==> src/rtl/obi_pkg.sv <==
// Shared types for the OBI subordinate memory: the response-buffer entry
// and the all-bytes-enabled constant.
package obi_pkg;

    localparam int         OBI_DW     = 32;
    localparam int         OBI_BEW    = OBI_DW / 8;
    localparam logic [3:0] OBI_BE_ALL = 4'b1111;

    typedef struct packed {
        logic [OBI_DW-1:0] rdata;
        logic              err;
    } obi_rsp_t;

endpackage

==> src/rtl/obi_rsp_fifo.sv <==
// Response buffer: circular store of {rdata, err} entries, pointers wrap
// modulo DEPTH and occupancy is tracked by a separate counter.
module obi_rsp_fifo
    import obi_pkg::*;
#(
    parameter int DEPTH = 2
) (
    input  logic     clk_i,
    input  logic     reset_ni,
    input  logic     push_i,
    input  obi_rsp_t data_i,
    input  logic     pop_i,
    output obi_rsp_t data_o,
    output logic     full_o,
    output logic     empty_o
);

    localparam int PW = (DEPTH > 1) ? $clog2(DEPTH) : 1;
    localparam int CW = $clog2(DEPTH + 1);

    obi_rsp_t        mem_q [DEPTH];
    logic [PW-1:0]   wr_ptr_q, wr_ptr_d;
    logic [PW-1:0]   rd_ptr_q, rd_ptr_d;
    logic [CW-1:0]   cnt_q, cnt_d;
    logic            push_ok, pop_ok;

    assign full_o  = (cnt_q == CW'(DEPTH));
    assign empty_o = (cnt_q == '0);
    assign push_ok = push_i && !full_o;
    assign pop_ok  = pop_i && !empty_o;
    assign data_o  = mem_q[rd_ptr_q];

    function automatic logic [PW-1:0] ptr_inc(input logic [PW-1:0] p);
        return (p == PW'(DEPTH - 1)) ? '0 : p + 1'b1;
    endfunction

    always_comb begin
        wr_ptr_d = wr_ptr_q;
        rd_ptr_d = rd_ptr_q;
        cnt_d    = cnt_q;
        if (push_ok) wr_ptr_d = ptr_inc(wr_ptr_q);
        if (pop_ok)  rd_ptr_d = ptr_inc(rd_ptr_q);
        case ({push_ok, pop_ok})
            2'b10:   cnt_d = cnt_q + 1'b1;
            2'b01:   cnt_d = cnt_q - 1'b1;
            default: cnt_d = cnt_q;
        endcase
    end

    always_ff @(posedge clk_i or negedge reset_ni) begin
        if (!reset_ni) begin
            wr_ptr_q <= '0;
            rd_ptr_q <= '0;
            cnt_q    <= '0;
        end else begin
            wr_ptr_q <= wr_ptr_d;
            rd_ptr_q <= rd_ptr_d;
            cnt_q    <= cnt_d;
        end
    end

    // Entry storage needs no reset: the read side is gated by empty_o.
    always_ff @(posedge clk_i) begin
        if (push_ok) mem_q[wr_ptr_q] <= data_i;
    end

endmodule

==> src/rtl/obi_sbr_mem.sv <==
// OBI subordinate backed by a small word-addressed memory with per-byte
// write enables; one response per accepted transaction, 1-cycle latency.
module obi_sbr_mem
    import obi_pkg::*;
#(
    parameter int ADDR_WIDTH = 32,
    parameter int DATA_WIDTH = 32,
    parameter int DEPTH      = 16,
    parameter int RSP_DEPTH  = 2
) (
    input  logic                    clk_i,
    input  logic                    reset_ni,
    input  logic                    obi_req_i,
    output logic                    obi_gnt_o,
    input  logic [ADDR_WIDTH-1:0]   obi_addr_i,
    input  logic                    obi_we_i,
    input  logic [DATA_WIDTH/8-1:0] obi_be_i,
    input  logic [DATA_WIDTH-1:0]   obi_wdata_i,
    output logic                    obi_rvalid_o,
    input  logic                    obi_rready_i,
    output logic [DATA_WIDTH-1:0]   obi_rdata_o,
    output logic                    obi_err_o
);

    localparam int BW = DATA_WIDTH / 8;
    localparam int IW = $clog2(DEPTH);
    // Address bits at or above 2+IW must be zero for a legal access.
    localparam logic [ADDR_WIDTH-1:0] IN_RANGE = ADDR_WIDTH'(DEPTH * 4 - 1);

    logic [DEPTH-1:0][DATA_WIDTH-1:0] mem_q;
    logic [IW-1:0]                    idx;
    logic                             addr_err;
    logic                             accept;
    logic                             wr_en;
    logic                             fifo_full;
    logic                             fifo_empty;
    obi_rsp_t                         rsp_d;
    obi_rsp_t                         rsp_q;

    assign idx      = obi_addr_i[2+IW-1:2];
    assign addr_err = (obi_addr_i[1:0] != 2'b00) || ((obi_addr_i & ~IN_RANGE) != '0);

    assign obi_gnt_o = obi_req_i && !fifo_full;
    assign accept    = obi_req_i && obi_gnt_o;
    assign wr_en     = accept && obi_we_i && !addr_err;

    always_ff @(posedge clk_i or negedge reset_ni) begin
        if (!reset_ni) begin
            mem_q <= '0;
        end else if (wr_en) begin
            for (int b = 0; b < BW; b++) begin
                if (obi_be_i[b]) mem_q[idx][8*b +: 8] <= obi_wdata_i[8*b +: 8];
            end
        end
    end

    // Writes and errors return zero data; reads see storage as of this cycle.
    always_comb begin
        rsp_d       = '0;
        rsp_d.err   = addr_err;
        if (!obi_we_i && !addr_err) rsp_d.rdata = mem_q[idx];
    end

    obi_rsp_fifo #(
        .DEPTH (RSP_DEPTH)
    ) u_rsp_fifo (
        .clk_i    (clk_i),
        .reset_ni (reset_ni),
        .push_i   (accept),
        .data_i   (rsp_d),
        .pop_i    (obi_rvalid_o && obi_rready_i),
        .data_o   (rsp_q),
        .full_o   (fifo_full),
        .empty_o  (fifo_empty)
    );

    assign obi_rvalid_o = !fifo_empty;
    assign obi_rdata_o  = obi_rvalid_o ? rsp_q.rdata : '0;
    assign obi_err_o    = obi_rvalid_o ? rsp_q.err   : 1'b0;

endmodule

==> config.mk <==
export PLATFORM = sky130hd
export DESIGN_NAME = obi_sbr_mem
export DESIGN_NICKNAME = d
export VERILOG_FILES = /design/src/rtl/obi_pkg.sv /design/src/rtl/obi_rsp_fifo.sv /design/src/rtl/obi_sbr_mem.sv
export SDC_FILE = /design/constraint.sdc
export NUM_CORES = 1
export LEC_CHECK = 0
export CORE_ASPECT_RATIO = 1.75
export CORE_MARGIN = 4
export CORE_UTILIZATION = 59
export CTS_CLUSTER_SIZE = 12
export DETAILED_ROUTE_END_ITERATION = 12
export MAX_ROUTING_LAYER = met4
export PLACE_DENSITY = 0.87
export RECOVER_POWER = 50
export SLEW_MARGIN = 20
export SYNTH_ARGS = -nofsm -noshare
export SYNTH_HDL_FRONTEND = slang
export SYNTH_HIERARCHICAL = 1
export SYNTH_SLANG_ARGS = --single-unit
==> constraint.sdc <==
create_clock -name clk_i -period 3.8 [get_ports clk_i]
set_input_delay 0.95 -clock clk_i [delete_from_list [all_inputs] [get_ports clk_i]]
set_output_delay 0.95 -clock clk_i [all_outputs]
set_load 0.01 [all_outputs]
==> run metrics, run 1 <==
# rows 103; # DRC 0; Syn-to-layout area delta 12.7%; delay contributed by the slowest stage of the critical path 0.70 ns; Hold Startpoint mem_q[329]; ratio of final minimum period to clock period 94.1%; switching power as a share of total power 25.0%; outcome complete, but fails checks; Worst Path Buf+Inv 2; wire length of the first global-routing pass 102000 µm; largest driver fanout on the critical path 24; Static Leakage 14.4 nW; finished layout cell area 0.0305 mm²; largest net degree at the start of global routing 102; Multi-input gate area 0.0116 mm²; placed cell area 0.0291 mm²; worst-margin pin slew 2.77 ns; number of warnings issued by yosys 6; width of the die 170 µm; RSZ-0062 raised after global routing false; worst voltage drop across the vdd grid 0.000439 V; clock share of power 35.5%; post-synthesis cell area 0.0271 mm²; power after layout 13.5 mW; layout net count 1835; final count of pins violating max slew 123; main flop type after synthesis dfrtp_1; initial antenna violation count 2; starting density of the core 59.8%; Max Clk Rate 0.280 GHz; skew final 0.0310 ns; Critical Path AT 3.89 ns; final number of setup-violating endpoints 0; final sum of negative setup slack 0 ns; per-instance average area after synthesis 16.7 µm²; WP data required 4.12 ns; sequential group share of total power 49.0%; clock latency on the worst-skew pair 0.60 ns; delay-heaviest family, CP buffers and inverters; HPWL Detailed 43900 µm; leading post-synthesis cells by instance count 516 x dfrtp_1, 416 x mux2_2, 128 x mux4_2, 125 x mux2_4, 74 x clkbuf_1; biggest area contributors in the synthesized netlist dfrtp_1 48%, mux2_2 17%, mux4_2 11%, edfxtp_1 7.3%, mux2_4 6.9%; TritonCTS clock tree yes; routed length per placed instance 27.4 µm; # port buffers 107; Crit Path Class in -> reg; mean number of vias per cell 6.46; number of hold-repair buffers added at the cts stage 0; CP max-delay cell a21oi_1; cell count after placement 2282; number of buffers inserted to repair setup after CTS 0; via count 15200; ordered list of cells on the worst path clkdlybuf4s50_1, nor4_4, nand3_1, or3_1, clkbuf_1, a21oi_1; fraction of the yosys area taken by sequential cells 55.1%; sequential cell area in the final layout 0.0149 mm²; GP Congestion 0.862; Slew HR -84.8%; total die area 0.0495 mm²; syn nets 1697; maximum level of the CTS H-tree 2; Async SR Flop Fraction 88.7%; path class of the lowest-slack min-delay path reg -> reg; number of flops mapped to enable cells by yosys 66; cell count of the worst reg-to-reg path 6; placeable core region 0.0452 mm²; Critical Path Start Type input pin; end of the critical path u_rsp_fifo/mem_q[0][13]; area share of the leading cell type in the synthesized netlist 47.7%; clock transition at the registers of the reported paths 0.06 ns; end of the worst register-to-register path u_rsp_fifo/mem_q[0][2]; number of clock sinks 582; power share of the combinational group 15.6%; failing checks max-capacitance violations, max-slew violations; count of distinct cell types in the synthesized netlist 35; fillers 2823; stages on the worst setup path 6; Core Util, Final 67.4%; flop and latch count out of synthesis 582; net switching power figure 3.38 mW; Setup WS pre-CTS 0.0107 ns; critical register-to-register path startpoint u_rsp_fifo/cnt_q[0]; Final ANT Viol Nets 0; Tmin final 3.57 ns; number of top-level design ports 108; final hold violation count 0; internal reg-to-reg setup slack 0.72 ns; design internal power 10.2 mW; number of CTS-inserted buffers 54; # resized after CTS 0; Post-Route WL 64500 µm; first element of the critical path obi_addr_i[31]; Max Root-Sink Buffers 3; Post-Route Hold Slack 0.498 ns; number of global-route vias before repair 17185; synthesized instance count 1623; Total GRT Usage 27.6%; initial DRC count 1258; clock root buffer master clkbuf_16; detailed-router iteration count before antenna repair 5; Vert. Die Dim 291 µm; Maximum Capacitance Violations 2; post-route setup slack 0.226 ns; gr ovfl total 0; dominant cell by count in the synthesized netlist dfrtp_1; final std cells w/o fill 2353; cell type with the highest aggregate area in the netlist dfrtp_1; share of layout cells above drive strength 1 49.4%; number of stages on the worst hold path 1; power density normalized to cell area 444 mW/mm²; critical path capture point type flip-flop
==> cells in the final DEF (no fill, tap or decap), types with 32 or more instances in the layout <==
cell type	n
nor2b_1	38
clkdlybuf4s50_1	103
clkbuf_16	55
mux4_2	128
edfxtp_1	66
buf_4	71
a22oi_1	64
a21oi_1	32
dfrtp_1	515
mux2_4	125
mux2_2	416
==> sequential cells by signal, indices dropped and copies added, names as in the netlist <==
| register | count |
|---|---|
| u_rsp_fifo/wr_ptr_q | 1 |
| u_rsp_fifo/cnt_q | 2 |
| u_rsp_fifo/mem_q | 66 |
| u_rsp_fifo/rd_ptr_q | 1 |
| mem_q | 512 |
==> logic make-up after synthesis <==
kind of cell / after synthesis / share of synthesized area, %
buf+inv: 117 / 2.25
simple gates: 149 / 5.04
flops: 582 / 55.1
fa+ha+maj: 1 / 0.0462
mux: 673 / 35.1
xor+xnor: 5 / 0.162
compound gates: 96 / 2.37
==> power by group through the flow <==
stage / Sequential (mW) / Combinational, mW / Clock, mW
after global routing: 6.65 / 2.21 / 5.15
after global placement: 6.73 / 2.08 / 0
after floorplan: 6.69 / 1.15 / 0
after detailed placement: 6.74 / 2.13 / 0
after CTS: 6.63 / 2.15 / 4.88
final: 6.63 / 2.11 / 4.80
==> per-layer routing <==
| metal | vias to the layer above | track usage, % | share of wire, % |
|---|---|---|---|
| met1 | 8036 | 32.1 | 35 |
| met4 | 0 | 16.7 | 7.9 |
| met5 | - | - | 0 |
| met3 | 211 | 3.17 | 4.8 |
| li1 | 6383 | - | - |
| met2 | 570 | 45.8 | 53 |
==> worst register-to-register path, cell delays in order (launching register included) <==
cell	delay [ns]
dfrtp_1	0.43
nand2b_1	0.19
inv_1	0.11
nor2b_1	0.16
nand2_1	0.15
nor2_1	1.07
clkbuf_2	0.59
==> cell type report <==
cell class | instances | area share (%)
Tap cell | 577 | 2.37
Sequential cell | 582 | 48.8
Clock buffer | 67 | 4.69
Multi-Input combinational cell | 924 | 38.0
Clock inverter | 3 | 0.123
Timing Repair Buffer | 197 | 5.99
Inverter | 2 | 0.0246
Antenna cell | 1 | 0.00821
==> worst min-delay path by stage <==
stage | end | slack [ns]
final | mem_q[329] | 0.50
after global routing | mem_q[305] | 0.52
after detailed placement | mem_q[208] | 0.49
after CTS | mem_q[270] | 0.44
after floorplan | mem_q[328] | 0.45
after global placement | mem_q[332] | 0.46
Note: power is estimated with default switching activity, not from simulation.
==> run 2, diff against run 1 <==
--- a/config.mk
+++ b/config.mk
@@ -18,3 +18,4 @@
 export SYNTH_HDL_FRONTEND = slang
 export SYNTH_HIERARCHICAL = 1
 export SYNTH_SLANG_ARGS = --single-unit
+export TNS_END_PERCENT = 20
==> results of run 2 <==
Same layout as run 1: the final DEF is identical, and so are final timing and power.
